File: src/rtl/bcd_updown_counter.sv
// Multi-digit BCD up/down counter with clear, checked parallel load and wrap/saturate limits.
// Define BCD_CNT_SATURATE_EN to let the sat port select saturation; otherwise the counter always wraps.
module bcd_updown_counter #(
  parameter int DIGITS = 4
) (
  input  logic                  clk,
  input  logic                  rst,
  input  logic                  en,
  input  logic                  up,
  input  logic                  clr,
  input  logic                  load,
  input  logic [4*DIGITS-1:0]   load_val,
  input  logic                  sat,
  output logic [4*DIGITS-1:0]   count,
  output logic                  wrap,
  output logic                  at_limit,
  output logic                  load_err
);

  localparam int W = 4 * DIGITS;

  logic [W-1:0] count_q, count_d;
  logic         wrap_q, wrap_d;
  logic         at_limit_q, at_limit_d;
  logic         load_err_q, load_err_d;

  logic [W-1:0] inc_val, dec_val;
  logic         all9, all0, load_ok, sat_active;

`ifdef BCD_CNT_SATURATE_EN
  assign sat_active = sat;
`else
  logic unused_sat;
  assign unused_sat = sat;
  assign sat_active = 1'b0;
`endif

  // A digit only moves while every lower digit is at its rollover value.
  always_comb begin
    logic carry;
    inc_val = count_q;
    carry   = 1'b1;
    for (int k = 0; k < DIGITS; k++) begin
      if (carry) begin
        if (count_q[4*k +: 4] == 4'd9) begin
          inc_val[4*k +: 4] = 4'd0;
        end else begin
          inc_val[4*k +: 4] = count_q[4*k +: 4] + 4'd1;
          carry = 1'b0;
        end
      end
    end
    all9 = carry;
  end

  always_comb begin
    logic borrow;
    dec_val = count_q;
    borrow  = 1'b1;
    for (int k = 0; k < DIGITS; k++) begin
      if (borrow) begin
        if (count_q[4*k +: 4] == 4'd0) begin
          dec_val[4*k +: 4] = 4'd9;
        end else begin
          dec_val[4*k +: 4] = count_q[4*k +: 4] - 4'd1;
          borrow = 1'b0;
        end
      end
    end
    all0 = borrow;
  end

  always_comb begin
    load_ok = 1'b1;
    for (int k = 0; k < DIGITS; k++) begin
      if (load_val[4*k +: 4] > 4'd9) load_ok = 1'b0;
    end
  end

  always_comb begin
    count_d    = count_q;
    wrap_d     = 1'b0;
    at_limit_d = 1'b0;
    load_err_d = 1'b0;
    if (clr) begin
      count_d = '0;
    end else if (load) begin
      if (load_ok) count_d    = load_val;
      else         load_err_d = 1'b1;
    end else if (en) begin
      if (up) begin
        if (all9 && sat_active) begin
          at_limit_d = 1'b1;
        end else begin
          count_d = inc_val;
          wrap_d  = all9;
        end
      end else begin
        if (all0 && sat_active) begin
          at_limit_d = 1'b1;
        end else begin
          count_d = dec_val;
          wrap_d  = all0;
        end
      end
    end
  end

  always_ff @(posedge clk or posedge rst) begin
    if (rst) begin
      count_q    <= '0;
      wrap_q     <= 1'b0;
      at_limit_q <= 1'b0;
      load_err_q <= 1'b0;
    end else begin
      count_q    <= count_d;
      wrap_q     <= wrap_d;
      at_limit_q <= at_limit_d;
      load_err_q <= load_err_d;
    end
  end

  assign count    = count_q;
  assign wrap     = wrap_q;
  assign at_limit = at_limit_q;
  assign load_err = load_err_q;

endmodule
File: config.mk
export PLATFORM = sky130hd
export DESIGN_NAME = bcd_updown_counter
export DESIGN_NICKNAME = d
export VERILOG_FILES = /design/src/rtl/bcd_updown_counter.sv
export SDC_FILE = /design/constraint.sdc
export NUM_CORES = 1
export LEC_CHECK = 0
export ABC_AREA = 1
export BUFFER_PORTS_ARGS = -buffer_cell sky130_fd_sc_hd__buf_2
export CAP_MARGIN = 5
export CORE_UTILIZATION = 35
export CTS_BUF_LIST = sky130_fd_sc_hd__clkbuf_16
export CTS_CLUSTER_SIZE = 12
export DETAILED_ROUTE_END_ITERATION = 10
export PLACE_DENSITY = 0.59
export SYNTH_ARGS = -nofsm -noshare
export SYNTH_HDL_FRONTEND = slang
export SYNTH_SLANG_ARGS = --single-unit
File: constraint.sdc
create_clock -name clk -period 1.39 [get_ports clk]
set_input_delay 0.278 -clock clk [delete_from_list [all_inputs] [get_ports clk]]
set_output_delay 0.278 -clock clk [all_outputs]
set_load 0.02 [all_outputs]
==> impl_metrics.toml <==
[final_layout]
multi_input_area_mm2 = 0.00118
syn2layout_area_growth_pct = 44.2
layout.nets = 402
final_cells = 430
fin_util = 0.544
fillers = 467
diodes = 0
drive_gt1_frac = 0.349
mostFrequentLayoutCells = "94 x nand2_1, 45 x buf_4, 39 x nor2_1, 39 x buf_2, 34 x nand3_1"
layout_commonest_cell = "nand2_1"
ff_latch_area_um2 = 457

[clocking]
clockRootBuffer = "clkbuf_16"
path_clk_slew_ns = 0.05
ctsHtreeMaxLevel = 1
numCtsBuffers = 3
insertion_delay_ns = 0.26
cts_max_path_buffers = 2
cts_sinks = 18
cts_tree = "yes"

[routing]
vias = 2119
post_drt_wl_per_cell_um = 12.2
final_antenna_net_count = 0
drt_wl_total_um = 5230
drtPass1Iterations = 4
routed_via_density = 4.93
drtIter0Drc = 94
drc = 0

[synthesis]
yosysUniqueCellTypes = 26
syn_inst = 294
yosys_warnings = 0
seq_area_frac_synth = 0.265
netlist_area_mm2 = 0.00170
synth.net_count = 317
ys_ff_latch = 18
avgSynthCellArea_um2 = 5.78

[critical_path]
reg2reg_depth = 9
cp-start-kind = "flip-flop"
crit_end = "count[13]$_DFFE_PP0P_"
cp.arrival_ns = 1.57
required_ns = 1.59
r2r-start = "count[6]$_DFFE_PP0P_"
crit_path_end_kind = "flip-flop"
r2r_slack_ns = 0.02
worstSetupPathType = "reg -> reg"
reg2reg_to = "count[13]$_DFFE_PP0P_"
startpoint = "count[6]$_DFFE_PP0P_"
crit_path_max_fanout = 4

[timing]
fin_skew_ns = 0.000922
rsz0062_at_grt = "true"
finalCriticalPeriod_ns = 1.37
drv_slew = 0
hold_viol = 0
finalSetupViolCount = 0
post-route-period-util = 0.987
fmax_mhz = 729

[floorplan]
initial_utilization = 0.378
die_area_mm2 = 0.00514
core_mm2 = 0.00450
die_height_um = 71.7
num_io_pins = 42
die_x_um = 71.7
num_rows = 24

[global_route]
grt_max_degree = 11
grt_overflow = 0
grtUsageTotal = 0.206
grt_pass1_wl_um = 8180
antenna_found_initial = 0
grt_pass1_vias = 1786

[placed_design]
portBuffers = 39
gp_congestion = 0.854
post-dp-hpwl_um = 4120
place_inst = 423

[power]
combinationalPowerShare = 0.474
p_leak_nw = 1.33
irDropWorstVdd_v = 0.000570
power.internal_mw = 1.49
power_density_mw_per_mm2 = 1020
sequentialPowerShare = 0.283
power_switching_mw = 1.01
p_clk_frac = 0.243
swShare = 0.404

[run_status]
status = "completed"

[flow_run]
drv_cap = 0

[worst_hold_path]
min_path_type = "in -> reg"
hp-start = "load_val[4]"
==> stage by stage <==
stage / setup TNS (ns) / hold WS (ns) / area [um2] / total power [mW] / setup WS (ns)
2_1_floorplan: 0 / 0.216 / 1700 / 1.34 / 0.0222
3_3_place_gp: -0.351 / 0.263 / 2260 / 1.79 / -0.0691
3_5_place_dp: -0.460 / 0.263 / 2260 / 1.80 / -0.0703
4_1_cts: 0 / 0.309 / 2380 / 2.44 / 0.0178
5_1_grt: -0.524 / 0.356 / 2450 / 2.68 / -0.0815
6_report: 0 / 0.316 / 2450 / 2.49 / 0.0176
==> power by group through the flow <==
stage	registers, mW	logic [mW]	clock network (mW)
after global placement	0.704	1.09	0
after CTS	0.699	1.12	0.624
after detailed placement	0.704	1.09	0
after global routing	0.722	1.31	0.647
after floorplan	0.812	0.530	0
final	0.705	1.18	0.605
==> final cells by class <==
| cell class | count | area share |
|---|---|---|
| inverter | 32 | 0.0515 |
| multi-input combinational | 239 | 0.482 |
| timing repair buffer | 85 | 0.221 |
| tap | 52 | 0.0265 |
| clock buffer | 3 | 0.0306 |
| sequential | 18 | 0.186 |
| clock inverter | 1 | 0.00153 |
==> cell families after synthesis <==
family / after synthesis / synth area share
buffers and inverters: 37 / 0.0905
AO/OA/AOI/OAI: 34 / 0.103
XOR/XNOR: 1 / 0.00515
AND/OR/NAND/NOR: 203 / 0.534
flip-flops: 18 / 0.265
other: 1 / 0.00221
==> per-layer routing <==
layer | global-route usage | vias to the layer above | share of wire | wire length [um]
met3 | 0.0253 | 5 | 0.029 | 152
met5 | 0 | - | 0 | 0
met1 | 0.278 | 956 | 0.48 | 2500
met4 | 0.0719 | 0 | 0.013 | 68
met2 | 0.342 | 39 | 0.48 | 2510
li1 | - | 1119 | - | -
==> cells in the mapped netlist, drive strengths merged <==
cell type | count | share of area
nand2 | 104 | 0.24
nor2 | 55 | 0.15
nand3 | 37 | 0.11
inv | 31 | 0.071
o21ai | 25 | 0.074
dfrtp | 18 | 0.26
a21oi | 7 | 0.021
nand4 | 6 | 0.022
buf | 3 | 0.012
clkbuf | 2 | 0.0044
clkinv | 1 | 0.0029
conb | 1 | 0.0022
nand3b | 1 | 0.0044
o211ai | 1 | 0.0044
o21a | 1 | 0.0044
xnor2 | 1 | 0.0052
==> repair_timing <==
item                                    4_1_cts  5_1_grt
hold buffers                                  1        0
gates resized for setup                       9       19
buffers inserted                              0        2
hold endpoints to repair                      8        0
pin swaps                                     1        9
endpoints found under the setup margin        8       14
==> state kept, by name, indices dropped and copies added (netlist names) <==
register / flops
count: 16
load_err: 1
wrap: 1
==> worst min path at each step <==
stage          cells past startpoint  slack, ns               endpoint
4_1_cts                            3       0.31   count[4]$_DFFE_PP0P_
6_report                           3       0.32   count[4]$_DFFE_PP0P_
5_1_grt                            3       0.36   count[4]$_DFFE_PP0P_
2_1_floorplan                      1       0.22  count[10]$_DFFE_PP0P_
3_3_place_gp                       2       0.26   count[5]$_DFFE_PP0P_
3_5_place_dp                       2       0.26   count[5]$_DFFE_PP0P_
==> worst max-delay path, cell delays in order, from the launching register on <==
cell and delay (ns):
dfrtp_1 0.41, nor2_1 0.16, nand2_2 0.10, nor2_4 0.13, nand2_2 0.08, nand3_1 0.09
nand2_1 0.09, nor2_4 0.12, nand2_1 0.08, nand2_1 0.06
(Power assumes the default switching activity.)
